--- config.mk ---
export PLATFORM = sky130hd
export DESIGN_NAME = hazard_ctrl
export DESIGN_NICKNAME = d
export VERILOG_FILES = /design/src/rtl/pipe_pkg.sv /design/src/rtl/fwd_match.sv /design/src/rtl/hazard_ctrl.sv
export SDC_FILE = /design/constraint.sdc
export NUM_CORES = 1
export LEC_CHECK = 0
export ABC_AREA = 1
export CORE_UTILIZATION = 50
export CTS_BUF_LIST = sky130_fd_sc_hd__clkbuf_4 sky130_fd_sc_hd__clkbuf_8
export DETAILED_ROUTE_END_ITERATION = 10
export MAX_ROUTING_LAYER = met4
export PLACE_DENSITY_LB_ADDON = 0.25
export SYNTH_ARGS = -nofsm -noshare
export SYNTH_HDL_FRONTEND = slang
export SYNTH_SLANG_ARGS = --single-unit
--- constraint.sdc ---
create_clock -name clk -period 2.4 [get_ports clk]
set_clock_uncertainty 0.1 [all_clocks]
set_input_delay 0.36 -clock clk [delete_from_list [all_inputs] [get_ports clk]]
set_output_delay 0.36 -clock clk [all_outputs]
set_load 0.005 [all_outputs]
--- src/rtl/pipe_pkg.sv ---
// Shared pipeline-control definitions: FSM encoding, counter widths, watchdog limit.
// Pure definitions, no logic; imported by the hazard controller and its forwarding compare.
package pipe_pkg;

    localparam int REG_W    = 5;
    localparam int BUBBLE_W = 16;
    localparam int WAIT_W   = 8;

    localparam logic [WAIT_W-1:0] WAIT_LIMIT = 8'd255;

    typedef enum logic [1:0] {
        ST_RUN     = 2'd0,
        ST_LDSTALL = 2'd1,
        ST_FLUSH   = 2'd2,
        ST_MEMWAIT = 2'd3
    } state_t;

endpackage

--- src/rtl/fwd_match.sv ---
// Per-operand register compare: EX/MEM forward selects and load-use match.
// Purely combinational, zero latency; no flow control of its own.
module fwd_match
    import pipe_pkg::*;
(
    input  logic             use_rs,
    input  logic [REG_W-1:0] rs,
    input  logic [REG_W-1:0] ex_rd,
    input  logic             ex_RegWrite,
    input  logic             ex_MemRead,
    input  logic [REG_W-1:0] mem_rd,
    input  logic             mem_RegWrite,
    output logic             fwd_ex,
    output logic             fwd_mem,
    output logic             load_use
);

    logic rs_live;

    // x0 is hardwired to zero, so it never needs forwarding or stalling
    assign rs_live  = use_rs && (rs != '0);
    assign fwd_ex   = rs_live && ex_RegWrite && !ex_MemRead && (ex_rd == rs);
    assign fwd_mem  = rs_live && mem_RegWrite && (mem_rd == rs) && !fwd_ex;
    assign load_use = rs_live && ex_MemRead && (ex_rd == rs);

endmodule

--- src/rtl/hazard_ctrl.sv ---
// Pipeline hazard control: forwarding selects, load-use stall, branch flush, memory freeze.
// Controls are same-cycle combinational, state updates on the falling edge; mem_busy freezes everything.
module hazard_ctrl
    import pipe_pkg::*;
(
    input  logic                clk,
    input  logic                rst,
    input  logic                id_valid,
    input  logic [REG_W-1:0]    id_rs1,
    input  logic [REG_W-1:0]    id_rs2,
    input  logic                id_use_rs1,
    input  logic                id_use_rs2,
    input  logic [REG_W-1:0]    id_rd,
    input  logic                id_RegWrite,
    input  logic                id_MemRead,
    input  logic                branch_taken,
    input  logic                mem_busy,
    output logic                fwd_ex_1,
    output logic                fwd_mem_1,
    output logic                fwd_ex_2,
    output logic                fwd_mem_2,
    output logic                stall_if,
    output logic                flush_if,
    output logic                clear_id,
    output logic                freeze,
    output logic [1:0]          state,
    output logic [BUBBLE_W-1:0] bubble_cnt,
    output logic                mem_timeout
);

    state_t             state_q, state_nxt;
    logic [REG_W-1:0]   ex_rd, mem_rd;
    logic               ex_RegWrite, ex_MemRead, mem_RegWrite;
    logic [WAIT_W-1:0]  wait_cnt;
    logic               fe1, fm1, lu1, fe2, fm2, lu2;
    logic               load_use;

    fwd_match u_fwd_rs1 (
        .use_rs       (id_use_rs1),
        .rs           (id_rs1),
        .ex_rd        (ex_rd),
        .ex_RegWrite  (ex_RegWrite),
        .ex_MemRead   (ex_MemRead),
        .mem_rd       (mem_rd),
        .mem_RegWrite (mem_RegWrite),
        .fwd_ex       (fe1),
        .fwd_mem      (fm1),
        .load_use     (lu1)
    );

    fwd_match u_fwd_rs2 (
        .use_rs       (id_use_rs2),
        .rs           (id_rs2),
        .ex_rd        (ex_rd),
        .ex_RegWrite  (ex_RegWrite),
        .ex_MemRead   (ex_MemRead),
        .mem_rd       (mem_rd),
        .mem_RegWrite (mem_RegWrite),
        .fwd_ex       (fe2),
        .fwd_mem      (fm2),
        .load_use     (lu2)
    );

    assign load_use  = id_valid && (lu1 || lu2);

    assign fwd_ex_1  = rst && fe1;
    assign fwd_mem_1 = rst && fm1;
    assign fwd_ex_2  = rst && fe2;
    assign fwd_mem_2 = rst && fm2;
    assign state     = state_q;

    // Priority: reset, then memory wait, then branch redirect, then load-use
    always_comb begin
        stall_if  = 1'b0;
        flush_if  = 1'b0;
        clear_id  = 1'b0;
        freeze    = 1'b0;
        state_nxt = ST_RUN;
        if (!rst) begin
            clear_id = 1'b1;
        end else if (mem_busy) begin
            freeze    = 1'b1;
            state_nxt = ST_MEMWAIT;
        end else if (branch_taken) begin
            flush_if  = 1'b1;
            clear_id  = 1'b1;
            state_nxt = ST_FLUSH;
        end else if (load_use) begin
            stall_if  = 1'b1;
            clear_id  = 1'b1;
            state_nxt = ST_LDSTALL;
        end
    end

    always_ff @(negedge clk or negedge rst) begin
        if (!rst) begin
            state_q      <= ST_RUN;
            ex_rd        <= '0;
            ex_RegWrite  <= 1'b0;
            ex_MemRead   <= 1'b0;
            mem_rd       <= '0;
            mem_RegWrite <= 1'b0;
            bubble_cnt   <= '0;
            wait_cnt     <= '0;
            mem_timeout  <= 1'b0;
        end else begin
            state_q <= state_nxt;
            if (!freeze) begin
                if (clear_id || !id_valid) begin
                    ex_rd       <= '0;
                    ex_RegWrite <= 1'b0;
                    ex_MemRead  <= 1'b0;
                end else begin
                    ex_rd       <= id_rd;
                    ex_RegWrite <= id_RegWrite;
                    ex_MemRead  <= id_MemRead;
                end
                mem_rd       <= ex_rd;
                mem_RegWrite <= ex_RegWrite;
            end
            if (clear_id && (bubble_cnt != '1)) begin
                bubble_cnt <= bubble_cnt + 1'b1;
            end
            // Watchdog trips on the edge that completes the limit-th consecutive wait cycle
            if (mem_busy) begin
                if (wait_cnt != WAIT_LIMIT) begin
                    wait_cnt <= wait_cnt + 1'b1;
                end
                if (wait_cnt >= (WAIT_LIMIT - 1'b1)) begin
                    mem_timeout <= 1'b1;
                end
            end else begin
                wait_cnt <= '0;
            end
        end
    end

endmodule

==> impl_results.md, run 1 <==
- Die Wd: 72.7 microns
- Worst Tran Pin Value: 457 ps
- Syn Inst Count: 316
- CP Launch Type: flip-flop
- Pins Over Slew Limit: 0
- Synth cell types: 39
- CP startpoint: ex_rd[0]$_DFFE_NN0N_
- Syn Nets: 343
- GRT Total Usage: between 20% and 30%
- Post-place instance area: approximately 0.0034 sq mm
- Gpl congestion: approximately 0.91
- Switching Fraction: 29.0%
- Fill count: 333
- Fin. Hold Viols: 0
- First-pass GRT wire length: between 10 and 15 mm
- 1st-pass router iterations: 4
- Synthesized area: 0.00250 sq mm
- Failing checks: setup timing
- Worst slew margin: 69.3%
- Leading cell type in the layout, fill and taps excluded: nand2_1
- CTS tree: yes
- CTS Buf Count: 5
- # H-tree levels: 2
- Global route overflow: 0
- Hold Path Class: flip-flop to flip-flop
- Outcome: finished, violations left
- Seq. cell area: 0.00100 sq mm
- Drt wl/cell: 14.1 microns
- Most frequent cells in the layout: nand2_1 (71), buf_4 (57), dfrtn_1 (40), buf_2 (32)
- PD cells: 516 mW/mm^2
- Primary FF master, synth: dfrtn_1
- Final Cell Area: 0.00367 sq mm
- Number of antenna violations at the first check in global routing: 0
- Worst Setup End Kind: output port
- Initial Util: 52.6%
- Area of the multi-input gates: 0.00141 sq mm
- Remaining DRCs: 0
- Core Box Area: 0.00475 sq mm
- Clock-pin slew on the worst setup and hold paths: 50 ps
- Number of global-route vias before repair: around 2500
- Largest fanout on the critical path: 3
- Hold wc startpoint: mem_timeout$_DFFE_NN0P_
- Longest Clk Path Bufs: 2
- Average size of a mapped cell: 7.91 sq um
- Vias/cell: roughly 5.2
- I/O pins: 51
- Sequential share of power: 40.9%
- DR iter-0 viols: 189
- Sequential share of the synthesized area: 40.0%
- Fin nets: 465
- Post-DP HPWL: 4.73 mm
- CTS Hold Bufs: 0
- I/O Buffers: 50
- Remaining antenna violation count: 0
- Max Cap Viol: 0
- Final hold slack: 312 ps
- Setup violators final: 48
- Routed wire length: just over 7 mm
- Comb pwr share: 30.0%
- Area Overhead vs Synth: 46.8%
- Layout cells sized above 1: 37.1%
- Cell internal pwr: 0.00134 W
- Vias: 2640
- Largest net degree at the start of global routing: 23
- RSZ-0062 raised after global routing: yes
- Clock share of power: 29.1%
- Setup TNS: -19140 ps
- Synth warn: 0
- Ant. Diodes: 0
- Height of the die: 72.7 microns
- DIE AREA: about 0.0053 sq mm
- Post-synthesis async set-or-reset flop share: 100%
- Worst skew pair latency: 300 ps
- CTS sink cnt: 40
- CP arrival: 2890 ps
- #FFs+latches synth: 40
- # rows: 25
- Root Buffer: clkbuf_8
- Core Util, Final: 77.2%
- Static leakage: between 1.5 and 2 nW
- Setup slack after layout: -950 ps
- EDFF count, synth: 0
- Worst r2r src: ex_rd[0]$_DFFE_NN0N_
- Sw power: 0.000548 W
- WS Path Type: flip-flop to output port
- Worst IR Drop VDD: approximately 0.00062 V
- WP data required: just under 2000 ps
-- final timing paths --
kind,to,slack (ps),depth (start not counted)
min,mem_timeout$_DFFE_NN0P_,310,1
min reg2reg,mem_timeout$_DFFE_NN0P_,310,1
max,stall_if,-950,8
min in group asynchronous,wait_cnt[2]$_DFFE_NN0P_,1000,2
max reg2reg,ex_rd[0]$_DFFE_NN0N_,240,13
max in group asynchronous,bubble_cnt[14]$_DFFE_NN0P_,610,3
-- metrics by stage --
stage,total power [W],cells,setup slack [ps]
after floorplan,0.00102,316,-543
after global placement,0.00130,473,-982
after detailed placement,0.00131,473,-1030
after CTS,0.00186,500,-929
after global routing,0.00198,506,-1040
final,0.00189,506,-950
-- metal layers --
metal,global-route usage [%],up-vias,part of all wire (%)
li1,-,1267,-
met1,31.8,1241,40
met2,51.2,109,51
met3,4.56,23,5.1
met4,11.8,0,3.5
met5,-,-,0
-- synth_stat cells, types with 2 or more instances --
library cell   n  area [sq um]
nand2_1       75           282
dfrtn_1       40          1000
inv_1         34           128
nand3_1       30           150
nor2_1        25          93.8
xor2_1        20           175
nand4_1       14          87.6
nand2_2       11          68.8
xnor2_1        8          70.1
nor3_1         7          35.0
a21oi_1        6          30.0
o21ai_0        6          30.0
nor2_2         4          25.0
ha_1           3          37.5
a211oi_1       2          15.0
clkbuf_1       2          7.51
nand2_8        2          40.0
nand3_2        2          20.0
nand3b_1       2          15.0
nor3_2         2          20.0
nor4_1         2          12.5
o22ai_1        2          12.5
-- area by class of cell --
type                            instances  share of cell area [%]
Clock buffer                            6                    2.08
Clock inverter                          2                   0.954
Inverter                               37                    4.06
Multi-Input combinational cell        234                    38.3
Sequential cell                        40                    27.3
Tap cell                               67                    2.28
Timing Repair Buffer                  120                    25.1
-- critical path, cell delays in order, from the launching register on --
cell,delay [ps]
dfrtn_1,460
xnor2_1,140
nand2_1,100
nor2_2,150
nand3_2,100
nand2_2,100
nand4_1,110
nor2_1,110
buf_2,120
-- state kept, by name (all words and copies together), names as in the netlist --
register and flops:
state 2, bubble_cnt 16, mem_timeout 1, mem_RegWrite 1, mem_rd 5, wait_cnt 8, ex_rd 5, ex_RegWrite 1
ex_MemRead 1
-- kinds of logic after synthesis --
kind of cell | Yosys count | share of synthesized area, %
compound gates | 21 | 5.01
xor+xnor | 28 | 9.81
buf+inv | 43 | 7.71
flops | 40 | 40.0
simple gates | 181 | 35.9
fa+ha+maj | 3 | 1.50
-- power by group through the flow --
stage	logic, W	clock network (W)	registers [W]
floorplan	0.000201	0	0.000824
global placement	0.000514	0	0.000788
detailed placement	0.000524	0	0.000788
CTS	0.000523	0.000561	0.000773
global route	0.000614	0.000589	0.000780
finish	0.000568	0.000550	0.000774
-- timing repair --
item,CTS,global route
pin swaps,31,24
setup endpoints to repair,59,54
gates cloned,1,0
setup buffers,18,7
resized for setup,144,37
(Power assumes the default switching activity.)
==> inputs of run 2 (changes only) <==
--- a/config.mk
+++ b/config.mk
@@ -8,6 +8,7 @@
 export ABC_AREA = 1
 export CORE_UTILIZATION = 50
 export CTS_BUF_LIST = sky130_fd_sc_hd__clkbuf_4 sky130_fd_sc_hd__clkbuf_8
+export CTS_CLUSTER_DIAMETER = 80
 export DETAILED_ROUTE_END_ITERATION = 10
 export MAX_ROUTING_LAYER = met4
 export PLACE_DENSITY_LB_ADDON = 0.25
==> results of run 2 <==
No change in the layout: final DEF, timing and power equal those of run 1.
